[config.mk]
export PLATFORM = sky130hd
export DESIGN_NAME = ntt_mem_arbiter
export DESIGN_NICKNAME = d
export VERILOG_FILES = /design/src/rtl/ntt_mem_arbiter.sv
export SDC_FILE = /design/constraint.sdc
export NUM_CORES = 1
export LEC_CHECK = 0
export BUFFER_PORTS_ARGS = -buffer_cell sky130_fd_sc_hd__buf_2
export CORE_AREA = 2 2 293 295
export DETAILED_ROUTE_END_ITERATION = 6
export DIE_AREA = 0 0 295 297
export GPL_TIMING_DRIVEN = 0
export PLACE_DENSITY_LB_ADDON = 0.15
export SYNTH_ARGS = -nofsm -noshare
export SYNTH_HDL_FRONTEND = slang
export SYNTH_SLANG_ARGS = --single-unit
[constraint.sdc]
create_clock -name clk -period 6.2 [get_ports clk]
set_input_delay 0.62 -clock clk [delete_from_list [all_inputs] [get_ports clk]]
set_output_delay 0.62 -clock clk [all_outputs]
set_load 0.01 [all_outputs]
[src/rtl/ntt_mem_arbiter.sv]
// ntt_mem_arbiter: round-robin arbiter sharing one memory port among NUM_CORES NTT cores,
// with read-data routing and a read-response watchdog.
module ntt_mem_arbiter #(
   parameter int NUM_CORES = 4,
   parameter int ADDR_W    = 48,
   parameter int DATA_W    = 64,
   parameter int TIMEOUT   = 1024
) (
   input  logic                        clk,
   input  logic                        rst_n,
   input  logic [NUM_CORES-1:0]        core_req,
   input  logic [NUM_CORES-1:0]        core_we,
   input  logic [NUM_CORES*ADDR_W-1:0] core_addr,
   input  logic [NUM_CORES*DATA_W-1:0] core_wdata,
   output logic [NUM_CORES-1:0]        core_gnt,
   output logic [NUM_CORES-1:0]        core_valid,
   output logic [DATA_W-1:0]           core_rdata,
   output logic                        mem_req,
   output logic                        mem_we,
   output logic [ADDR_W-1:0]           mem_addr,
   output logic [DATA_W-1:0]           mem_wdata,
   input  logic                        mem_ready,
   input  logic                        mem_rvalid,
   input  logic [DATA_W-1:0]           mem_rdata,
   output logic                        err_timeout,
   output logic [2:0]                  err_core,
   output logic [31:0]                 grant_count
);
   localparam int WD_W = $clog2(TIMEOUT);

   typedef enum logic [1:0] {IDLE, ISSUE, RD_WAIT} state_t;

   state_t                   state_q, state_d;
   logic [2:0]               rr_ptr_q, rr_ptr_d, owner_q, owner_d, err_core_q, err_core_d;
   logic [WD_W-1:0]          wd_q, wd_d;
   logic [NUM_CORES-1:0]     gnt_q, gnt_d, valid_q, valid_d;
   logic [DATA_W-1:0]        rdata_q, rdata_d, mem_wdata_q, mem_wdata_d;
   logic [ADDR_W-1:0]        mem_addr_q, mem_addr_d;
   logic                     mem_req_q, mem_req_d, mem_we_q, mem_we_d, err_q, err_d;
   logic [31:0]              grant_count_q, grant_count_d;

   logic [2*NUM_CORES-1:0]   req2;
   logic [NUM_CORES-1:0]     rot;
   logic [2:0]               off, win;
   logic [3:0]               sum;
   logic                     sel_we;
   logic [ADDR_W-1:0]        sel_addr;
   logic [DATA_W-1:0]        sel_wdata;

   // Rotate requests so bit 0 is rr_ptr; lowest set bit is the winner's offset.
   always_comb begin
      req2 = {core_req, core_req} >> rr_ptr_q;
      rot  = req2[NUM_CORES-1:0];
      off  = '0;
      for (int k = NUM_CORES-1; k >= 0; k--) if (rot[k]) off = 3'(k);
      sum  = {1'b0, rr_ptr_q} + {1'b0, off};
      win  = (sum >= 4'(NUM_CORES)) ? 3'(sum - 4'(NUM_CORES)) : sum[2:0];
   end

   always_comb begin
      sel_we    = 1'b0;
      sel_addr  = '0;
      sel_wdata = '0;
      for (int k = 0; k < NUM_CORES; k++) begin
         if (3'(k) == win) begin
            sel_we    = core_we[k];
            sel_addr  = core_addr[k*ADDR_W +: ADDR_W];
            sel_wdata = core_wdata[k*DATA_W +: DATA_W];
         end
      end
   end

   always_comb begin
      state_d       = state_q;
      rr_ptr_d      = rr_ptr_q;
      owner_d       = owner_q;
      wd_d          = wd_q;
      gnt_d         = '0;
      valid_d       = '0;
      rdata_d       = rdata_q;
      mem_req_d     = mem_req_q;
      mem_we_d      = mem_we_q;
      mem_addr_d    = mem_addr_q;
      mem_wdata_d   = mem_wdata_q;
      err_d         = err_q;
      err_core_d    = err_core_q;
      grant_count_d = grant_count_q;
      case (state_q)
         IDLE: if (|core_req) begin
            gnt_d         = NUM_CORES'(1) << win;
            owner_d       = win;
            rr_ptr_d      = (win == 3'(NUM_CORES-1)) ? 3'd0 : win + 3'd1;
            grant_count_d = grant_count_q + 32'd1;
            mem_req_d     = 1'b1;
            mem_we_d      = sel_we;
            mem_addr_d    = sel_addr;
            mem_wdata_d   = sel_wdata;
            state_d       = ISSUE;
         end
         ISSUE: if (mem_ready) begin
            mem_req_d   = 1'b0;
            mem_we_d    = 1'b0;
            mem_addr_d  = '0;
            mem_wdata_d = '0;
            wd_d        = '0;
            state_d     = mem_we_q ? IDLE : RD_WAIT;
         end
         RD_WAIT: begin
            if (mem_rvalid) begin
               valid_d = NUM_CORES'(1) << owner_q;
               rdata_d = mem_rdata;
               state_d = IDLE;
            end else if (wd_q == WD_W'(TIMEOUT-1)) begin
               // Release the core with zero data so it never hangs on a lost response.
               valid_d    = NUM_CORES'(1) << owner_q;
               rdata_d    = '0;
               err_d      = 1'b1;
               err_core_d = err_q ? err_core_q : owner_q;
               state_d    = IDLE;
            end else begin
               wd_d = wd_q + 1'b1;
            end
         end
         default: state_d = IDLE;
      endcase
   end

   always_ff @(posedge clk or negedge rst_n) begin
      if (!rst_n) begin
         state_q       <= IDLE;
         rr_ptr_q      <= '0;
         owner_q       <= '0;
         wd_q          <= '0;
         gnt_q         <= '0;
         valid_q       <= '0;
         rdata_q       <= '0;
         mem_req_q     <= 1'b0;
         mem_we_q      <= 1'b0;
         mem_addr_q    <= '0;
         mem_wdata_q   <= '0;
         err_q         <= 1'b0;
         err_core_q    <= '0;
         grant_count_q <= '0;
      end else begin
         state_q       <= state_d;
         rr_ptr_q      <= rr_ptr_d;
         owner_q       <= owner_d;
         wd_q          <= wd_d;
         gnt_q         <= gnt_d;
         valid_q       <= valid_d;
         rdata_q       <= rdata_d;
         mem_req_q     <= mem_req_d;
         mem_we_q      <= mem_we_d;
         mem_addr_q    <= mem_addr_d;
         mem_wdata_q   <= mem_wdata_d;
         err_q         <= err_d;
         err_core_q    <= err_core_d;
         grant_count_q <= grant_count_d;
      end
   end

   assign core_gnt    = gnt_q;
   assign core_valid  = valid_q;
   assign core_rdata  = rdata_q;
   assign mem_req     = mem_req_q;
   assign mem_we      = mem_we_q;
   assign mem_addr    = mem_addr_q;
   assign mem_wdata   = mem_wdata_q;
   assign err_timeout = err_q;
   assign err_core    = err_core_q;
   assign grant_count = grant_count_q;
endmodule

### Yosys cells after proc, flatten, opt, wreduce, memory -nomap -nowiden

Index checks and enable logic that the tools add are counted.

* register bits after elaboration: 240
* latch bits: 0
* bits in writable memories: 0
* bits in read-only memories: 0
* bits of input ports: 524
* output and inout bits: 222
* word-level logic and storage cells: 96
* memories kept: 0

* add/sub/neg operators: 5
* multipliers: 0
* div/mod/pow operators: 0
* magnitude comparators: 1
* eq/ne operators: 12
* shifts and indexed selects: 3
* mux-type cells: 46
* bitwise gates (word level): 2
* reduce and logical (&&, ||, !) cells: 13

Operator list (count)
* $mux W64: 8
* $mux W48: 6
* $pmux W64 S2: 1
* $pmux W48 S2: 1
* $add A32 B1 Y32 const B: 1
* $mux W10: 3
* $mux W4: 5
* $pmux W10 S2: 1
* $mux W2: 7
* $mux W3: 4
* $add A10 B1 Y10 const B: 1
* $eq A10 B10 Y1 const B: 1
* $reduce_and A3 Y1: 3
* $ne A2 B2 Y1 const B: 4
* $reduce_and A4 Y1: 2
* $shl A1 B3 Y4 const A: 2
* $shr A8 B3 Y4: 1
* $mux W1: 7
* $eq A2 B3 Y1 const A: 2
* $pmux W2 S3: 1
* $reduce_bool A2 Y1: 3
* $add A3 B3 Y4: 1
* $ge A4 B3 Y1 const B: 1
* $pmux W1 S2: 2
* 12 further kinds: 14

### Longest topological paths before layout

Gate-level depths: netlist (run 1).

* word-level depth: 15
* mapped depth: 17
* depth with buffers taken out: 12

### Least setup slack after synthesis (run 1)

OpenSTA, ideal clock, no wires.

* path type: input-to-reg
* from: in core_req[0]
* to: reg mem_addr_q[10] (netlist: mem_addr[10])
* setup time: 121 ps
* data arrival time: 3310 ps
* required time: 6079 ps
* setup slack: 2768 ps
* stages on the path: 14
* buffers on the path: 4
* cells stage by stage: nor2b_1 a211oi_1 o41ai_1 fa_1 inv_1 ha_1 buf_2 nor2b_1 clkbuf_1 clkbuf_1 clkbuf_1 a221o_1 a32oi_1 nand2_1

* word-level cells in the longest chain between the ends: 15
* elaborated cells between the ends (all ways): 22
* classes of those cells: add/sub (2); order compare (1); eq/ne (4); shift (1); mux (11); reduce/logical (3)

Ends and longest elaborated chain
* start: declaration: RTL line 11 `input logic [NUM_CORES-1:0] core_req,`
* $shr A8 B3 Y4 (*): RTL line 52 `req2 = {core_req, core_req} >> rr_ptr_q;`
* $mux W2 (2 in series): RTL line 55 `for (int k = NUM_CORES-1; k >= 0; k--) if (rot[k]) off = 3'(k);`
* $mux W3: RTL line 55
* $mux W3 (*): RTL line 55
* $add A3 B3 Y4 (*): RTL line 56 `sum = {1'b0, rr_ptr_q} + {1'b0, off};`
* net sum[1]: RTL line 45 `logic [3:0] sum;`
* $ge A4 B3 Y1 / $sub A3 B3 Y3 (equally long branches): RTL line 57 `win = (sum >= 4'(NUM_CORES)) ? 3'(sum - 4'(NUM_CORES)) : sum[2:0];`
* $mux W3 (*): RTL line 57
* $logic_not A3 Y1: RTL line 65 `if (3'(k) == win) begin`
* $mux W48 (3 in series): RTL line 65
* $mux W48 (*): RTL line 65
* $mux W48 (*): RTL line 89 `IDLE: if (|core_req) begin`
* $pmux W48 S2 (*): RTL line 88 `case (state_q)`
* end signal: assignment: RTL line 154 `mem_addr_q <= mem_addr_d;`
* end: declaration: RTL line 38 `logic [ADDR_W-1:0] mem_addr_q, mem_addr_d;`

The timed path passes the listed nets; every way through them passes the cells marked *. The select of a mux whose other input is x is not followed.
A chain may end at the register's enable or synchronous reset.

### Worst setup path in the final report (run 1)

* from: reg rr_ptr_q[0]
* to: reg mem_wdata_q[39] (netlist: mem_wdata[39])

* word-level cells in the longest chain between the ends: 15
* elaborated cells between the ends (all ways): 19
* classes of those cells: add/sub (2); order compare (1); eq/ne (3); shift (1); mux (11); reduce/logical (1)

Ends and longest elaborated chain
* start: declaration: RTL line 34 `logic [2:0] rr_ptr_q, rr_ptr_d, owner_q, owner_d, err_core_q, err_core_d;`
* start signal: assignment: RTL line 146 `rr_ptr_q <= rr_ptr_d;`
* $shr A8 B3 Y4: RTL line 52
* $mux W2 (2 in series): RTL line 55
* $mux W3 (2 in series): RTL line 55
* $add A3 B3 Y4 (*): RTL line 56
* net sum[1]: RTL line 45
* $ge A4 B3 Y1 / $sub A3 B3 Y3 (equally long branches): RTL line 57
* $mux W3 (*): RTL line 57
* $logic_not A3 Y1: RTL line 65
* $mux W64 (3 in series): RTL line 65
* $mux W64 (*): RTL line 65
* $mux W64 (*): RTL line 89
* $pmux W64 S2 (*): RTL line 88
* end signal: assignment: RTL line 155 `mem_wdata_q <= mem_wdata_d;`
* end: declaration: RTL line 37 `logic [DATA_W-1:0] rdata_q, rdata_d, mem_wdata_q, mem_wdata_d;`

Marks and branches as above.

==> results of run 1 <==
## metrics by stage
stage	setup WS (ns)	util, %	power (mW)	setup TNS, ns
global placement	-0.620	20.7	9.55	-133.13
finish	1.23	22.1	11.4	0
CTS	0.991	22.1	11.6	0
global route	0.812	22.1	12.2	0
detailed placement	0.890	20.8	9.55	0
floorplan	2.77	-	6.54	0
## cell type report
type                            instances  area (µm²)
Antenna cell                           12        30.0
Clock buffer                           47         960
Multi-Input combinational cell        848        5780
Fill cell                            9434       65800
Sequential cell                       240        6010
Clock inverter                         15         131
Tap cell                             1144        1430
Buffer                                114         497
Timing Repair Buffer                  748        3800
Inverter                               13        48.8
## cell families after synthesis
logic type / Yosys count / synth area share [%]
and+or+nand+nor: 459 / 18.3
muxes: 6 / 0.518
xor gates and xnor gates: 31 / 2.20
buffers and inverters: 127 / 4.41
AOI/OAI and AO/OA: 343 / 24.8
adders and majority gates: 9 / 0.974
DFF: 240 / 48.7
## metal layers
metal,up-vias,share of wire [%],track usage [%]
met3,124,8.5,5.09
li1,6182,-,-
met4,24,2.9,4.53
met5,-,0.22,0
met1,6629,40,18.8
met2,607,49,26.8
## worst min path at each step
stage,start,end,slack [ns],cells past startpoint
floorplan,rst_n,core_gnt[0],0.32,0
global placement,err_timeout,err_timeout,0.46,1
detailed placement,err_timeout,err_timeout,0.47,1
CTS,core_wdata[245],mem_wdata[53],0.22,3
global route,core_wdata[246],mem_wdata[54],0.23,3
finish,core_wdata[245],mem_wdata[53],0.27,3
## state kept, by name, summed over array words and instances (netlist names), 4 cells and up
register and cells:
wd_q 10, mem_wdata 64, core_gnt 4, grant_count 32, core_rdata 64, mem_addr 48, core_valid 4
## power by group through the flow
stage / registers (mW) / clock network (mW) / logic (mW)
after floorplan: 2.65 / 0 / 3.90
after global placement: 2.46 / 0 / 7.09
after detailed placement: 2.46 / 0 / 7.09
after CTS: 2.45 / 2.03 / 7.12
after global routing: 2.51 / 2.09 / 7.64
final: 2.45 / 1.93 / 7.00
## layout by cell type (no fill, tap or decap), drive strengths merged, types with 3 or more instances in the layout
master and count:
a21o 5, a21oi 7, a221o 105, a221oi 8, a22o 72, a32oi 105, and3 6, and3b 3
and4 7, buf 780, clkbuf 128, clkinv 10, dfrtp 240, diode 12, ha 8, inv 15
mux2 3, mux2i 3, nand2 247, nand2b 113, nand3 17, nand4 11, nor2 5, nor2b 12
nor3 11, nor4 11, o21ai 15, o31ai 13, or4 5, xnor2 17, xor2 14
## worst register-to-register path: cells and delay by family, from the launching register on
family	cells	cell delay (ns)
adders and majority gates	3	0.98
DFF	1	0.37
AOI/OAI and AO/OA	6	1.51
buffers and inverters	5	1.68
and+or+nand+nor	2	0.35
==> summary.txt, run 1 <==
Worst-path clk slew: 0.05 ns
global-route total usage across every layer: 15.7%
RSZ-0062 raised after global routing: false
Core Region: 84,500 µm²
CTS Root Cell: clkbuf_16
switching power total: 5.55 mW
Critical Path RT: 6.66 ns
Port Buffers: 745
Setup Fix Bufs, Post-CTS: 0
clk_lat worst skew: 0.54 ns
R2R Setup Slk: 1.23 ns
largest net degree at the start of global routing: 102
synth top area cells: dfrtp_1 (49%), a221o_1 (8.5%), nand2_1 (7.5%)
CP startpoint: rr_ptr_q[0]
Worst Setup Path Type: reg -> reg
most used cell, CP: clkbuf_1
first-pass GRT wire length: 101,000 µm
Iteration-0 DRC Markers: 791
crit start category: flop
Top Family by Delay on Critical Path: buffers and inverters
final period utilization: 80.1%
ordered list of cells on the worst path: clkbuf_1, nor2b_1, a21o_1, o21ai_0, o2bb2ai_1, ha_1, fa_1, inv_1, ha_1, buf_2, nor2b_1, clkbuf_1, clkbuf_1, a221oi_1, o31ai_1, a22o_1
post-route cell area: 18,700 µm²
share of layout cells above drive strength 1: 41.5%
area leader, netlist: dfrtp_1
post_cts resized: 0
Post-synth top cells: nand2_1 (247), dfrtp_1 (240), nand2b_1 (113)
die area: 87,600 µm²
nets: 2,532
ys async rst share: 100%
Post-CTS Hold Fix Bufs: 1
Post-Syn Area: 12,300 µm²
Rows: 107
final worst path period need: 4.97 ns
Placed Cells: 3,106
sequential power share: 21.5%
WL final: 71,900 µm
H-tree Lvls: 2
Max Cap Viol: 0
Comb pwr share: 61.5%
initial antenna violation count: 28
worst ir drop on vdd: 0.335 mV
post-synthesis sequential area ratio: 48.7%
final max-slew violation count: 0
setup violators final: 0
Die Wd: 295 µm
maximum achievable frequency: 201 MHz
Yosys top cell area share: 48.7%
skew final: 0.0184 ns
Pint: 5.84 mW
via count: 13,600
Hold Path Class: in -> reg
antenna-violating nets left: 0
Max Fanout on Critical Path: 10
FF+latch count, synth: 240
Post-synth EDFFs: 0
critical path depth in cells: 16
DR vias/cell: 4.26
FF-to-FF path depth: 16
worst setup path end: mem_wdata[39]
vias in the first global route: 14,200
GR Overflow Total: 0
Crit-path slowest cell: clkbuf_1
Clock power frac: 17.0%
Starting Density: 14.6%
Worst-Margin Slew: 1.08 ns
Synth Net Count: 1,748
slew margin rel.: 27.8%
Worst EP arrival: 5.43 ns
First-pass DRT Iterations: 5
reg2reg end: mem_wdata[39]
WP buf/inv: 5
I/O Pins: 746
GP Congestion: 0.901
Die Y: 297 µm
Ys Warns: 0
switch share: 48.7%
top_reg_cell synth: dfrtp_1
TritonCTS clock tree: built
Fin Hold WS: 0.270 ns
area delta synth->final: 51.6%
Lkg Pwr: 9.27 nW
Post-DP HPWL: 57,500 µm
syn avg cell area: 10.1 µm²
power per cell area: 609 nW/µm²
Layout Cells excl Fill: 3,181
Cells after Synth: 1,215
TritonCTS Buffers: 34
Cell Area, Placed: 17,600 µm²
Clock Tree Buf Depth: 3
final hold vios: 0
DRC viols: 0
Num Clock Sinks: 240
status: complete, no violations
CP max stage delay: 0.69 ns
most numerous cell in the Yosys netlist: nand2_1
crit end category: flop
Worst R2R Start: rr_ptr_q[0]
Netlist cell types: 53
wire per inst: 22.6 µm
Note: power is estimated with default switching activity, not from simulation.
==> run 2: changes to the inputs <==
- ABC_AREA: not set -> 1
- CORE_AREA: 2 2 293 295 -> 2 2 294 296
- DIE_AREA: 0 0 295 297 -> 0 0 296 298
- clock period: 6.2 -> 5.1 ns (I/O delays scaled with it)
==> run 2 against run 1 <==
- worst hold slack got worse by 0.11 ns
- core utilization grew 2.9 points
- synthesized area is 20% higher
- first-iteration DRC count fell by 0.38%
- via count rose by 26%
- routed wire length is 15% higher
- sequential share of layout area decreased by 3.9 points
- largest power group unchanged
- highest routed layer unchanged
==> summary.txt, run 2 <==
nets: 3,571
Core Region: 84,900 µm²
maximum achievable frequency: 213 MHz
XOR/XNOR Fraction of Synth Area: 1.19%
slew margin rel.: 28.1%
Max Cap Viol: 0
DRC viols: 0
ys async rst share: 100%
power per cell area: 820 nW/µm²
Cell Area, Placed: 20,000 µm²
H-tree Lvls: 2
final worst path period need: 4.69 ns
Setup Fix Bufs, Post-CTS: 0
clk_lat worst skew: 0.55 ns
WL final: 82,600 µm
final max-slew violation count: 0
Yosys top cell area share: 40.7%
DR vias/cell: 4.04
wire per inst: 19.6 µm
I/O Pins: 746
Fin Hold WS: 0.160 ns
final period utilization: 92.0%
Clock power frac: 15.3%
Fin Setup TNS: 0 ns
Die Wd: 296 µm
Critical Path RT: 5.57 ns
first-pass GRT wire length: 116,000 µm
post-synthesis sequential area ratio: 40.7%
Post-DP HPWL: 66,500 µm
post-route cell area: 21,300 µm²
CP max stage delay: 0.68 ns
synth top area cells: dfrtp_1 (41%), nand2_1 (21%), nor2_1 (7.6%)
Die Y: 298 µm
area leader, netlist: dfrtp_1
GR Overflow Total: 0
most numerous cell in the Yosys netlist: nand2_1
RSZ-0062 raised after global routing: false
Synth Area in Adders: 0.814%
Starting Density: 17.4%
most frequent cells in the layout: nand2_1 (829), buf_2 (795), nor2_1 (298), dfrtp_1 (240), inv_1 (237)
ordered list of cells on the worst path: or2_2, o21ai_0, nand2_1, o21ai_0, a21oi_1, ha_1, fa_1, inv_1, ha_1, clkbuf_1, buf_2, clkbuf_2, nand4_1, nand3_1, nand2_1, nand2_1
Post-synth EDFFs: 0
status: complete, no violations
commonest non-fill, non-tap cell in the layout: nand2_1
largest net degree at the start of global routing: 94
Lkg Pwr: 11.9 nW
syn avg cell area: 6.55 µm²
GP Congestion: 0.938
Comb pwr share: 67.2%
largest family of logic cells by synthesized area: simple AND/OR/NAND/NOR gates
switching power total: 9.55 mW
Worst Setup Path Type: reg -> reg
Layout Cells excl Fill: 4,220
CTS Root Cell: clkbuf_16
antenna-violating nets left: 0
Iteration-0 DRC Markers: 788
final hold vios: 0
Worst-path clk slew: 0.06 ns
Ys Warns: 0
sequential power share: 17.6%
initial antenna violation count: 37
R2R Setup Slk: 0.41 ns
area delta synth->final: 44.2%
Hold Path Class: in -> reg
First-pass DRT Iterations: 5
Placed Cells: 4,144
most used cell, CP: nand2_1
worst ir drop on vdd: 0.485 mV
TritonCTS Buffers: 35
Cells after Synth: 2,253
Post-synth top cells: nand2_1 (829), nor2_1 (299), dfrtp_1 (240)
Post-Syn Area: 14,800 µm²
Synth Area in Simple Gates: 40.2%
Worst EP arrival: 5.16 ns
die area: 88,200 µm²
vias in the first global route: 17,100
Port Buffers: 745
Worst-Margin Slew: 1.08 ns
TritonCTS clock tree: built
Num Clock Sinks: 240
crit end category: flop
crit start category: flop
share of layout cells above drive strength 1: 31.7%
Max Fanout on Critical Path: 10
# fillers: 9,855
Compound-Gate Fraction of Synth Area: 5.25%
via count: 17,000
top_reg_cell synth: dfrtp_1
Rows: 107
mux cell area share after synthesis: 0%
Pwr Total: 17.5 mW
Netlist cell types: 32
Clock Tree Buf Depth: 3
switch share: 54.7%
Top Family by Delay on Critical Path: buffers and inverters
skew final: 0.0229 ns
Pint: 7.91 mW
FF+latch count, synth: 240
Synth Net Count: 2,786
global-route total usage across every layer: 18.0%
setup violators final: 0
WP buf/inv: 4
Crit-path slowest cell: clkbuf_1
[run 2: logic make-up (layout without fill, tap and decap cells)]
family / Yosys count / after routing
AO/OA/AOI/OAI: 138 / 138
XOR/XNOR: 20 / 20
adder cells (fa/ha/maj): 9 / 9
buffers and inverters: 421 / 1233
flip-flops: 240 / 240
other: 0 / 11
AND/OR/NAND/NOR: 1425 / 1425
[run 2: final cells by class]
class,instances,area [µm²],share of cell area [%]
plain buffers,128,654,3.08
inverters,293,1100,5.18
flip-flops and latches,240,6010,28.2
multi-input cells,1592,7000,32.9
clock buffers,51,1050,4.92
clock inverters,13,208,0.976
repair buffers,748,3800,17.9
well taps,1144,1430,6.73
diodes,11,27.5,0.129
[run 2: metal layers]
layer / GRT usage (%) / part of all wire (%) / wire (µm)
met2: 31.3 / 49 / 40600
met1: 21.7 / 41 / 33900
met3: 4.75 / 7.2 / 5920
met4: 4.62 / 2.3 / 1880
met5: 0 / 0.31 / 258
[run 2: timing repair]
item                                   in CTS  in global routing
setup endpoints to repair                   0                  6
hold buffers                                1                  0
endpoints found under the hold margin      65                  0
resized for setup                           0                  4
[run 2: metrics by stage]
stage	util (%)	setup WS, ns
finish	25.1	0.409
global route	25.1	0.115
CTS	25.0	0.0296
detailed placement	23.5	-0.0550
global placement	23.5	-1.75
floorplan	-	2.03
[run 2: power groups by stage]
| stage | sequential (mW) | combinational, mW | clock, mW |
|---|---|---|---|
| 2_1_floorplan | 3.34 | 6.86 | 0 |
| 3_3_place_gp | 3.08 | 12.1 | 0 |
| 3_5_place_dp | 3.08 | 12.0 | 0 |
| 4_1_cts | 3.06 | 12.0 | 2.78 |
| 5_1_grt | 3.14 | 13.1 | 2.85 |
| 6_report | 3.06 | 11.7 | 2.67 |
[run 2: worst reg2reg max path, cell delays in order (launching register included)]
cell and delay, ns:
dfrtp_1 0.47, or2_2 0.33, o21ai_0 0.10, nand2_1 0.07
o21ai_0 0.11, a21oi_1 0.11, ha_1 0.22, fa_1 0.52
inv_1 0.15, ha_1 0.17, clkbuf_1 0.68, buf_2 0.49
clkbuf_2 0.46, nand4_1 0.15, nand3_1 0.37, nand2_1 0.12
nand2_1 0.09
[run 2: path summary, 6_finish.rpt]
kind	cells after the start	from	endpoint
setup / recovery	16	rr_ptr_q[0]	mem_wdata[30]
hold / removal	3	mem_rdata[5]	core_rdata[5]
setup reg to reg	16	rr_ptr_q[0]	mem_wdata[30]
hold reg to reg	2	core_rdata[30]	core_rdata[30]
max in group asynchronous	3	rst_n	mem_addr[36]
min in group asynchronous	2	rst_n	grant_count[5]
==> run 3: changes to the inputs <==
- REMOVE_ABC_BUFFERS: not set -> 1
==> run 3 against run 2 <==
- via count shrank 2.8%
- setup slack gained 0.24 ns
- first-iteration DRC count grew 3.4%
- final area shrank 0.88%
- largest cell class unchanged
- highest routed layer unchanged
==> summary.txt, run 3 (synthesis results as in run 2) <==
FF-to-FF path depth: 18
DR vias/cell: 4.02
GR Overflow Total: 0
skew final: 0.0236 ns
crit start category: flop
ordered list of cells on the worst path: or2_2, o21ai_0, nand2_1, o21ai_0, a21oi_1, ha_1, fa_1, inv_1, ha_1, inv_6, buf_16, nor2_4, buf_12, buf_12, nand2_1, nand3_1, nand2_1, nand2_1
Fin Setup TNS: 0 ns
beginning of the worst hold path: mem_rdata[33]
DRC viols: 0
share of layout cells above drive strength 1: 30.9%
Die Wd: 296 µm
Comb pwr share: 66.3%
Pint: 7.83 mW
antenna-violating nets left: 0
Cell Area, Placed: 19,900 µm²
status: complete, no violations
Worst-Margin Slew: 0.850 ns
sequential power share: 18.3%
crit end category: flop
Port Buffers: 745
most used cell, CP: nand2_1
Hold Path Class: in -> reg
via count: 16,600
WL final: 73,500 µm
final hold vios: 0
vias in the first global route: 16,600
CP startpoint: rr_ptr_q[0]
Worst-path clk slew: 0.06 ns
Critical Path RT: 5.58 ns
CP max stage delay: 0.58 ns
Clock power frac: 15.5%
Max Fanout on Critical Path: 77
First-pass DRT Iterations: 7
RSZ-0062 raised after global routing: false
Iteration-0 DRC Markers: 815
global-route total usage across every layer: 16.1%
power per cell area: 786 nW/µm²
Worst Hold End: core_rdata[33]
Worst EP arrival: 4.93 ns
final period utilization: 87.3%
CTS Root Cell: clkbuf_16
die area: 88,200 µm²
Core Region: 84,900 µm²
R2R Setup Slk: 0.65 ns
switching power total: 8.74 mW
final max-slew violation count: 0
post-route cell area: 21,100 µm²
Worst R2R Start: rr_ptr_q[0]
GP Congestion: 0.822
largest net degree at the start of global routing: 93
Num Clock Sinks: 240
nets: 3,463
TritonCTS Buffers: 36
Fin Hold WS: 0.168 ns
Post-DP HPWL: 55,600 µm
Clock Tree Buf Depth: 3
Top Family by Delay on Critical Path: simple AND/OR/NAND/NOR gates
Starting Density: 17.4%
Rows: 107
Worst Setup Path Type: reg -> reg
clk_lat worst skew: 0.55 ns
switch share: 52.7%
final worst path period need: 4.45 ns
Lkg Pwr: 11.7 nW
initial antenna violation count: 40
Crit-path slowest cell: nor2_4
worst ir drop on vdd: 0.982 mV
most frequent cells in the layout: nand2_1 (828), buf_2 (744), nor2_1 (298), dfrtp_1 (240), inv_1 (237)
Setup Fix Bufs, Post-CTS: 0
Max Cap Viol: 0
I/O Pins: 746
H-tree Lvls: 2
Die Y: 298 µm
setup violators final: 0
wire per inst: 17.8 µm
TritonCTS clock tree: built
WP buf/inv: 5
reg2reg end: mem_addr[44]
area delta synth->final: 42.9%
first-pass GRT wire length: 107,000 µm
commonest non-fill, non-tap cell in the layout: nand2_1
maximum achievable frequency: 225 MHz
WHS Path Cells: 3
slew margin rel.: 43.3%
==> run 3: cell count changes in the layout (fill, tap and decap cells not counted), moves of 6 or more <==
cell,before,now
buf_12,0,9
buf_16,2,12
buf_2,795,744
buf_4,17,0
buf_6,6,0
clkbuf_1,57,11
diode_2,11,20
==> run 3: final cells by class <==
cell class              instances  area (µm²)
clock buffers                  54        1050
repair buffers                767        4260
multi-input cells            1592        7060
inverters                     293        1110
fillers                      9847       63800
diodes                         20        50.0
flip-flops and latches        240        6010
clock inverters                 9         130
well taps                    1144        1430
==> run 3: worst min-delay path: cells and delay by family <==
family | cells | cell delay [ns]
AND/OR/NAND/NOR | 2 | 0.09
buffers and inverters | 1 | 0.08
==> run 3: worst max-delay path by stage <==
stage,to,cells after the start,slack [ns]
6_report,mem_addr[44],18,0.65
5_1_grt,mem_addr[44],18,0.14
4_1_cts,mem_addr[44],18,0.47
3_5_place_dp,mem_addr[44],19,0.38
3_3_place_gp,mem_addr[24],14,-8.36
2_1_floorplan,mem_addr[0],13,-2.31
==> run 3: per-layer routing <==
metal / part of all wire, % / GRT usage, % / up-vias / wire length, µm
met1: 39 / 17.9 / 7496 / 28400
li1: - / - / 8359 / -
met5: 0.27 / 0 / - / 195
met2: 49 / 27.7 / 552 / 36000
met4: 4.1 / 7.23 / 34 / 2990
met3: 8.0 / 5.15 / 133 / 5910
==> run 3: timing repair <==
item / 4_1_cts / 5_1_grt
resized for setup: 0 / 0
hold buffers: 1 / 0
hold endpoints to repair: 66 / 0
==> run 3: power by group through the flow <==
stage / clock (mW) / sequential, mW / combinational, mW
finish: 2.56 / 3.03 / 11.0
global route: 2.76 / 3.12 / 12.3
CTS: 2.68 / 3.04 / 11.2
detailed placement: 0 / 3.06 / 11.2
global placement: 0 / 3.02 / 7.60
floorplan: 0 / 3.32 / 5.24
==> run 3: through the flow <==
stage	cells	worst slack (ns)	utilization (%)	total power, mW
2_1_floorplan	2125	-2.31	-	8.56
3_3_place_gp	4014	-8.36	22.7	10.6
3_5_place_dp	4035	0.385	23.4	14.3
4_1_cts	4099	0.470	24.8	16.9
5_1_grt	4114	0.142	24.8	18.2
6_report	4119	0.649	24.9	16.6
